===== src/rtl/cpu_debug_ctrl.sv =====
// Debug controller: halts, runs, or single-steps a CPU and streams a
// dump of its debug address space over a valid/ready port.
module cpu_debug_ctrl #(
    parameter int DUMP_FIRST = 0,
    parameter int DUMP_LAST  = 127,
    parameter int DATA_LAT   = 1
) (
    input  logic        clock,
    input  logic        reset,
    input  logic        cmd_valid,
    output logic        cmd_ready,
    input  logic [1:0]  cmd_op,
    input  logic [7:0]  cmd_arg,
    output logic        cmd_err,
    output logic        cpu_en,
    output logic [6:0]  debug_addr,
    input  logic [31:0] debug_data,
    output logic        dump_valid,
    input  logic        dump_ready,
    output logic [6:0]  dump_addr,
    output logic [31:0] dump_data,
    output logic        busy,
    output logic [31:0] cyc_cnt
);

    localparam logic [2:0] S_HALT = 3'd0;
    localparam logic [2:0] S_RUN  = 3'd1;
    localparam logic [2:0] S_STEP = 3'd2;
    localparam logic [2:0] S_DSET = 3'd3;
    localparam logic [2:0] S_DCAP = 3'd4;
    localparam logic [2:0] S_DOUT = 3'd5;

    localparam logic [1:0] OP_HALT = 2'd0;
    localparam logic [1:0] OP_RUN  = 2'd1;
    localparam logic [1:0] OP_STEP = 2'd2;
    localparam logic [1:0] OP_DUMP = 2'd3;

    localparam logic [6:0] FIRST   = 7'(DUMP_FIRST);
    localparam logic [6:0] LAST    = 7'(DUMP_LAST);
    localparam logic [2:0] LAT_END = 3'(DATA_LAT - 1);

    logic [2:0] state;
    logic [7:0] step_left;
    logic [2:0] lat_cnt;
    logic       accept;

    assign cmd_ready  = (state == S_HALT) || (state == S_RUN);
    assign busy       = (state != S_HALT);
    assign dump_valid = (state == S_DOUT);
    assign accept     = cmd_valid && cmd_ready;

    // debug_addr doubles as the dump address pointer
    always_ff @(posedge clock or posedge reset) begin
        if (reset) begin
            state      <= S_HALT;
            cpu_en     <= 1'b0;
            cmd_err    <= 1'b0;
            debug_addr <= 7'd0;
            dump_addr  <= 7'd0;
            dump_data  <= 32'd0;
            cyc_cnt    <= 32'd0;
            step_left  <= 8'd0;
            lat_cnt    <= 3'd0;
        end else begin
            cmd_err <= 1'b0;
            if (cpu_en)
                cyc_cnt <= cyc_cnt + 32'd1;
            case (state)
                S_HALT: begin
                    if (accept) begin
                        unique case (cmd_op)
                            OP_HALT: ;
                            OP_RUN: begin
                                state  <= S_RUN;
                                cpu_en <= 1'b1;
                            end
                            OP_STEP: begin
                                state     <= S_STEP;
                                cpu_en    <= 1'b1;
                                step_left <= (cmd_arg == 8'd0) ? 8'd1 : cmd_arg;
                            end
                            OP_DUMP: begin
                                state      <= S_DSET;
                                debug_addr <= FIRST;
                            end
                        endcase
                    end
                end
                S_RUN: begin
                    if (accept) begin
                        if (cmd_op == OP_HALT) begin
                            state  <= S_HALT;
                            cpu_en <= 1'b0;
                        end else begin
                            cmd_err <= 1'b1;
                        end
                    end
                end
                S_STEP: begin
                    if (step_left <= 8'd1) begin
                        state     <= S_HALT;
                        cpu_en    <= 1'b0;
                        step_left <= 8'd0;
                    end else begin
                        step_left <= step_left - 8'd1;
                    end
                end
                S_DSET: begin
                    lat_cnt <= 3'd0;
                    state   <= S_DCAP;
                end
                S_DCAP: begin
                    if (lat_cnt == LAT_END) begin
                        dump_addr <= debug_addr;
                        dump_data <= debug_data;
                        state     <= S_DOUT;
                    end else begin
                        lat_cnt <= lat_cnt + 3'd1;
                    end
                end
                S_DOUT: begin
                    if (dump_ready) begin
                        if (debug_addr == LAST) begin
                            state <= S_HALT;
                        end else begin
                            debug_addr <= debug_addr + 7'd1;
                            state      <= S_DSET;
                        end
                    end
                end
                default: begin
                    state  <= S_HALT;
                    cpu_en <= 1'b0;
                end
            endcase
        end
    end

endmodule


===== config.mk =====
export PLATFORM = sky130hd
export DESIGN_NAME = cpu_debug_ctrl
export DESIGN_NICKNAME = d
export VERILOG_FILES = /design/src/rtl/cpu_debug_ctrl.sv
export SDC_FILE = /design/constraint.sdc
export NUM_CORES = 1
export LEC_CHECK = 0
export CAP_MARGIN = 20
export CORE_MARGIN = 1
export CORE_UTILIZATION = 49
export CTS_BUF_LIST = sky130_fd_sc_hd__clkbuf_2
export CTS_CLUSTER_DIAMETER = 150
export CTS_CLUSTER_SIZE = 20
export DETAILED_ROUTE_END_ITERATION = 10
export PLACE_DENSITY = 0.94
export SLEW_MARGIN = 10
export SYNTH_ARGS = -nofsm -noshare
export SYNTH_HDL_FRONTEND = slang
export SYNTH_SLANG_ARGS = --single-unit

===== constraint.sdc =====
create_clock -name clock -period 3.4 [get_ports clock]
set_input_delay 0.51 -clock clock [delete_from_list [all_inputs] [get_ports clock]]
set_output_delay 0.51 -clock clock [all_outputs]
set_load 0.02 [all_outputs]

; Yosys cells after proc, flatten, opt, wreduce, memory -nomap -nowiden
; Cells that the tools add are included.
[classes]
addsub = 4
order_cmp = 1
eq_ne = 21
n_mux = 30
n_bitwise = 1
reduce_logical = 18
[op_table]
columns = cell, n
row1 = adder 32 x 1 -> 32 bit (second input constant), 1
row2 = two-way mux 8 bit, 4
row3 = two-way mux 7 bit, 4
row4 = two-way mux 3 bit, 7
row5 = one-hot mux 3 bit (6 select lines), 1
row6 = one-hot mux 8 bit (2 select lines), 1
row7 = inequality test 2 bit (second input constant), 7
row8 = one-hot mux 7 bit (2 select lines), 1
row9 = one-hot mux 3 bit (3 select lines), 1
row10 = less-or-equal comparator 8 x 1 -> 1 bit (second input constant), 1
row11 = logical NOT 8 bit, 1
row12 = two-way mux 1 bit, 8
row13 = inequality test 2 x 1 -> 1 bit (second input constant), 4
row14 = subtractor 8 x 1 -> 8 bit (second input constant), 1
row15 = adder 7 x 1 -> 7 bit (second input constant), 1
row16 = == test 7 bit (second input constant), 1
row17 = AND reduction 7 bit, 1
row18 = == test 3 x 2 -> 1 bit (second input constant), 2
row19 = == test 3 bit (second input constant), 2
row20 = logical NOT 3 bit, 2
row21 = one-hot mux 3 bit (2 select lines), 1
row22 = AND reduction 6 bit, 1
row23 = nonzero test 2 bit, 3
row24 = AND reduction 5 bit, 1
row25 = other kinds (16), 18
[totals]
register_bits = 94
in_bits = 46
word_cells = 84

; Longest topological paths before layout
[logic_depth]
ltp_word = 5
depth_mapped = 8
ltp_nobuf = 6

; Worst setup path before layout
; No wires, ideal clock.
[synth_path]
path_kind = reg2reg
from = reg cyc_cnt[0]
to = reg cyc_cnt[16]
setup_time_ns = 0.129
arrival_ns = 1.616
slack_ns = 1.655
stages_incl_launch_ff = 6
path_buffers = 0
period_less_slack_ns = 1.745
path_cell_list = dfrtp_1 ha_1 nand3_1 nor4_4 nand4_1 xnor2_1
[synth_via]
elab_chain_len = 1
[synth_lines]
columns = element, line_no
row1 = from (decl), 23  ; output logic [31:0] cyc_cnt
row2 = from (signal assigned), 67  ; cyc_cnt <= cyc_cnt + 32'd1;
row3 = adder 32 x 1 -> 32 bit, 67
; Every way passes these cells.
; A chain may end at the register's enable or synchronous reset.

; Worst setup path in the final report
[layout_path]
from = reg state[0]
to = out dump_valid
[layout_via]
elab_chain_len = 1
[layout_lines]
columns = element, line_no
row1 = from (decl), 42  ; logic [2:0] state;
row2 = from (signal assigned), 55  ; state <= S_HALT;
row3 = from (signal assigned), 74  ; state <= S_RUN;
row4 = from (signal assigned), 78  ; state <= S_STEP;
row5 = == test 3 bit, 49  ; assign dump_valid = (state == S_DOUT);
row6 = to (decl), 18  ; output logic dump_valid,
; Every way passes these cells.

==> impl_metrics.xml <==
<?xml version="1.0" encoding="UTF-8"?>
<metrics>
  <group name="synthesis">
    <metric name="synthMostInstantiatedCell" unit="">dfrtp_1</metric>
    <metric name="cell_count_after_synthesis" unit="">379</metric>
    <metric name="synthFlopType" unit="">dfrtp_1</metric>
    <metric name="muxShareOfSynthArea" unit="%">9.94</metric>
    <metric name="syn-cell-area" unit="um2">4420</metric>
    <metric name="yosys.area_share.xor_xnor" unit="%">6.15</metric>
    <metric name="postSynthRegisterBits" unit="">94</metric>
    <metric name="synth_compound_gate_area_share" unit="%">9.03</metric>
    <metric name="synth.area.top_cells" unit="">dfrtp_1 53%, mux2_1 9.7%, xnor2_1 4.4%</metric>
    <metric name="synthDominantCellAreaShare" unit="%">53.2</metric>
    <metric name="synthesis.yosys.warnings" unit="">0</metric>
    <metric name="postSynthNetCount" unit="">435</metric>
    <metric name="dominant_combinational_cell_family_by_area_after_synthesis" unit="">simple AND/OR/NAND/NOR gates</metric>
    <metric name="synth_simple_gate_area_share" unit="%">15.4</metric>
    <metric name="synth.largest_area_cell" unit="">dfrtp_1</metric>
    <metric name="synth_enable_flop_cells" unit="">0</metric>
    <metric name="synth.yosys.seq_area_share" unit="%">53.2</metric>
    <metric name="synthAdderAreaFrac" unit="%">2.83</metric>
    <metric name="avgSynthCellArea" unit="um2">11.7</metric>
    <metric name="synth_commonest_cells" unit="">94 x dfrtp_1, 38 x mux2_1, 23 x nand3_1</metric>
    <metric name="postSynth.asyncResetShare" unit="%">100</metric>
    <metric name="synth_cell_type_count" unit="">52</metric>
  </group>
  <group name="die">
    <metric name="die_width" unit="um">97.0</metric>
    <metric name="ioPinCount" unit="">129</metric>
    <metric name="chipHeight" unit="um">97.0</metric>
    <metric name="num_rows" unit="">34</metric>
    <metric name="floorplan.die_area" unit="um2">9400</metric>
    <metric name="core_area" unit="um2">8720</metric>
    <metric name="initial_core_utilization" unit="%">50.7</metric>
  </group>
  <group name="grt">
    <metric name="vias_in_the_first_global_route" unit="">3362</metric>
    <metric name="total_grt_usage" unit="%">21.9</metric>
    <metric name="global_route_wire_length_before_repair" unit="mm">16.8</metric>
    <metric name="antenna_violations_before_repair" unit="">0</metric>
    <metric name="largest_net_degree_at_the_start_of_global_routing" unit="">49</metric>
    <metric name="global_route.overflow_total" unit="">0</metric>
  </group>
  <group name="clock_network">
    <metric name="cts_root_buffer" unit="">clkbuf_2</metric>
    <metric name="htreeDepth" unit="">3</metric>
    <metric name="cts_post_setup_buffers_inserted" unit="">0</metric>
    <metric name="cts_hold_repair.buffers" unit="">0</metric>
    <metric name="worst_skew_pair.late_latency" unit="ps">530</metric>
    <metric name="ctsResizeCount" unit="">0</metric>
    <metric name="clkTransAtPathRegs" unit="ps">260</metric>
    <metric name="cts_buffers" unit="">9</metric>
    <metric name="ctsLongestPathBuffers" unit="">2</metric>
    <metric name="clock_sinks" unit="">94</metric>
    <metric name="cts_tree" unit="">done</metric>
  </group>
  <group name="critical_path">
    <metric name="timing.critical_path.to_type" unit="">primary output</metric>
    <metric name="worstPathRequired" unit="ps">2890</metric>
    <metric name="cp_max_fanout" unit="">21</metric>
    <metric name="cp-start-kind" unit="">flop</metric>
    <metric name="worstSetupStartpoint" unit="">state[0]</metric>
    <metric name="regToRegSetupSlack" unit="ps">1040</metric>
    <metric name="crit_type" unit="">flop to primary output</metric>
    <metric name="timing.reg2reg.worst_path_depth" unit="">5</metric>
    <metric name="arrival" unit="ps">2390</metric>
    <metric name="worst_reg2reg_startpoint" unit="">state[0]</metric>
  </group>
  <group name="pwr">
    <metric name="ir_drop" unit="uV">476</metric>
    <metric name="leakagePower" unit="nW">2.57</metric>
    <metric name="sequentialPowerShare" unit="%">42.4</metric>
    <metric name="switching_share" unit="%">39.0</metric>
    <metric name="power_per_cell_area" unit="nW/um2">708</metric>
    <metric name="reported_net_switching_power" unit="W">0.00162</metric>
    <metric name="power.combinational.fraction" unit="%">44.4</metric>
    <metric name="intPower" unit="W">0.00254</metric>
    <metric name="share_clk_of_total_power" unit="%">13.2</metric>
  </group>
  <group name="detailed_routing">
    <metric name="drtAntennaViolNets" unit="">0</metric>
    <metric name="route.vias.total" unit="">3444</metric>
    <metric name="highest_layer" unit="">met4</metric>
    <metric name="drt_iter0_drc" unit="">100</metric>
    <metric name="drt_drc_violations_left" unit="">0</metric>
    <metric name="met3RoutedLength" unit="um">529</metric>
    <metric name="route.layer.met1.wl" unit="mm">4.10</metric>
    <metric name="drtPass1Iterations" unit="">5</metric>
    <metric name="drt_wl_total" unit="mm">9.82</metric>
    <metric name="met2WireLength" unit="mm">5.08</metric>
    <metric name="post_drt_wl_per_cell" unit="um">15.9</metric>
    <metric name="vias_per_cell" unit="">5.58</metric>
  </group>
  <group name="placement">
    <metric name="placedInstanceArea" unit="um2">5760</metric>
    <metric name="dp.cells" unit="">601</metric>
    <metric name="routabilityCongestion" unit="">0.846</metric>
    <metric name="hpwlAfterDp" unit="mm">7.26</metric>
    <metric name="io_buffer_count" unit="">128</metric>
  </group>
  <group name="timing">
    <metric name="finalSetupViolCount" unit="">0</metric>
    <metric name="worst-slew-pin-transition" unit="ps">910</metric>
    <metric name="fmax" unit="MHz">345</metric>
    <metric name="rsz0062_at_grt" unit="">no</metric>
    <metric name="finalCriticalPeriod" unit="ps">2900</metric>
    <metric name="fin_crit_sh" unit="%">85.4</metric>
    <metric name="hold_viol" unit="">0</metric>
    <metric name="totalNegativeSetupSlack" unit="ps">0</metric>
    <metric name="slew-limit-headroom" unit="%">39.3</metric>
    <metric name="clock_skew" unit="ps">39.6</metric>
    <metric name="final_max_slew_viol_count" unit="">0</metric>
  </group>
  <group name="cells_and_area">
    <metric name="antenna_cells_inserted" unit="">0</metric>
    <metric name="final_core_util" unit="%">67.4</metric>
    <metric name="layoutNonFillerInstCount" unit="">617</metric>
    <metric name="area_growth_syn_to_layout" unit="%">33.1</metric>
    <metric name="postLayoutCellArea" unit="um2">5880</metric>
    <metric name="fillers" unit="">642</metric>
    <metric name="drive_above_1_share" unit="%">5.30</metric>
    <metric name="num-nets-final" unit="">560</metric>
  </group>
  <group name="hold_path">
    <metric name="tightest_hold_check_type" unit="">primary input to async pin</metric>
  </group>
  <group name="job">
    <metric name="cap_violations" unit="">0</metric>
  </group>
  <group name="run_status">
    <metric name="result_of_the_run" unit="">finished, final reports clean</metric>
  </group>
</metrics>
## sequential cells by signal, indices dropped and copies added (netlist names)
signal      cells
cyc_cnt        32
state           3
step_left       8
lat_cnt         3
dump_data      32
dump_addr       7
cmd_err         1
cpu_en          1
debug_addr      7
## path summary, 6_finish.rpt
| kind | end |
|---|---|
| max | dump_valid |
| min reg2reg | cyc_cnt[31] |
| max reg2reg | debug_addr[4] |
| max in group asynchronous | cyc_cnt[25] |
| min | dump_data[23] |
| min in group clock | cyc_cnt[31] |
## critical path, cell delays in order (launching register included)
cell,delay [ps]
dfrtp_1,760
nand3b_1,310
inv_1,180
clkdlybuf4s50_1,640
## layout make-up
cell class	count	area, um2	area share (%)
Sequential cell	94	2350	40.0
Multi-Input combinational cell	256	1920	32.6
Timing Repair Buffer	129	1300	22.1
Tap cell	108	135	2.30
Clock inverter	7	72.6	1.23
Inverter	14	53.8	0.915
Clock buffer	9	45.0	0.766
## kinds of logic (layout without fill, tap and decap cells)
| kind of cell | after synthesis | after routing |
|---|---|---|
| DFF | 94 | 94 |
| muxes | 39 | 39 |
| AOI/OAI and AO/OA | 58 | 58 |
| adders and majority gates | 10 | 10 |
| buffers and inverters | 29 | 159 |
| xor gates and xnor gates | 31 | 31 |
| and+or+nand+nor | 118 | 118 |
## stage by stage
stage               hold slack, ps  worst slack [ps]  power [W]
global placement               466              1190    0.00354
finish                         407               497    0.00416
floorplan                      473               441    0.00284
global route                   399               323    0.00441
CTS                            371               487    0.00419
detailed placement             481              1110    0.00364
## metal layers
layer | global-route usage [%] | vias up
met2 | 37.2 | 128
met4 | 7.12 | 0
met5 | 0 | -
met1 | 28.5 | 1692
li1 | - | 1613
met3 | 3.97 | 11
## power groups by stage
stage / sequential, W / combinational [W] / clock, W
floorplan: 0.00201 / 0.000828 / 0
global placement: 0.00175 / 0.00179 / 0
detailed placement: 0.00179 / 0.00186 / 0
CTS: 0.00176 / 0.00186 / 0.000566
global route: 0.00182 / 0.00198 / 0.000612
finish: 0.00177 / 0.00185 / 0.000549
## cells in the final DEF, fill, tap and decap left out, drive strengths merged, types with 2 or more instances in the layout
cell / instances
inv: 14
o221ai: 3
xor2: 9
o22ai: 2
nand3: 24
and4: 4
nand3b: 3
o211ai: 2
mux2: 39
nor3b: 2
nand2: 20
o2bb2ai: 4
dfrtp: 94
a2bb2oi: 2
or3: 2
xnor2: 22
and2: 3
nor3: 10
o21a: 4
a21o: 3
nand4: 11
or4: 3
o21ai: 17
nor2: 13
clkinvlp: 2
and3: 7
a21oi: 7
nand2b: 9
a32oi: 3
clkdlybuf4s50: 128
clkbuf: 9
clkinv: 4
a31oi: 3
ha: 10
nor4: 4
Note: power is estimated with default switching activity, not from simulation.
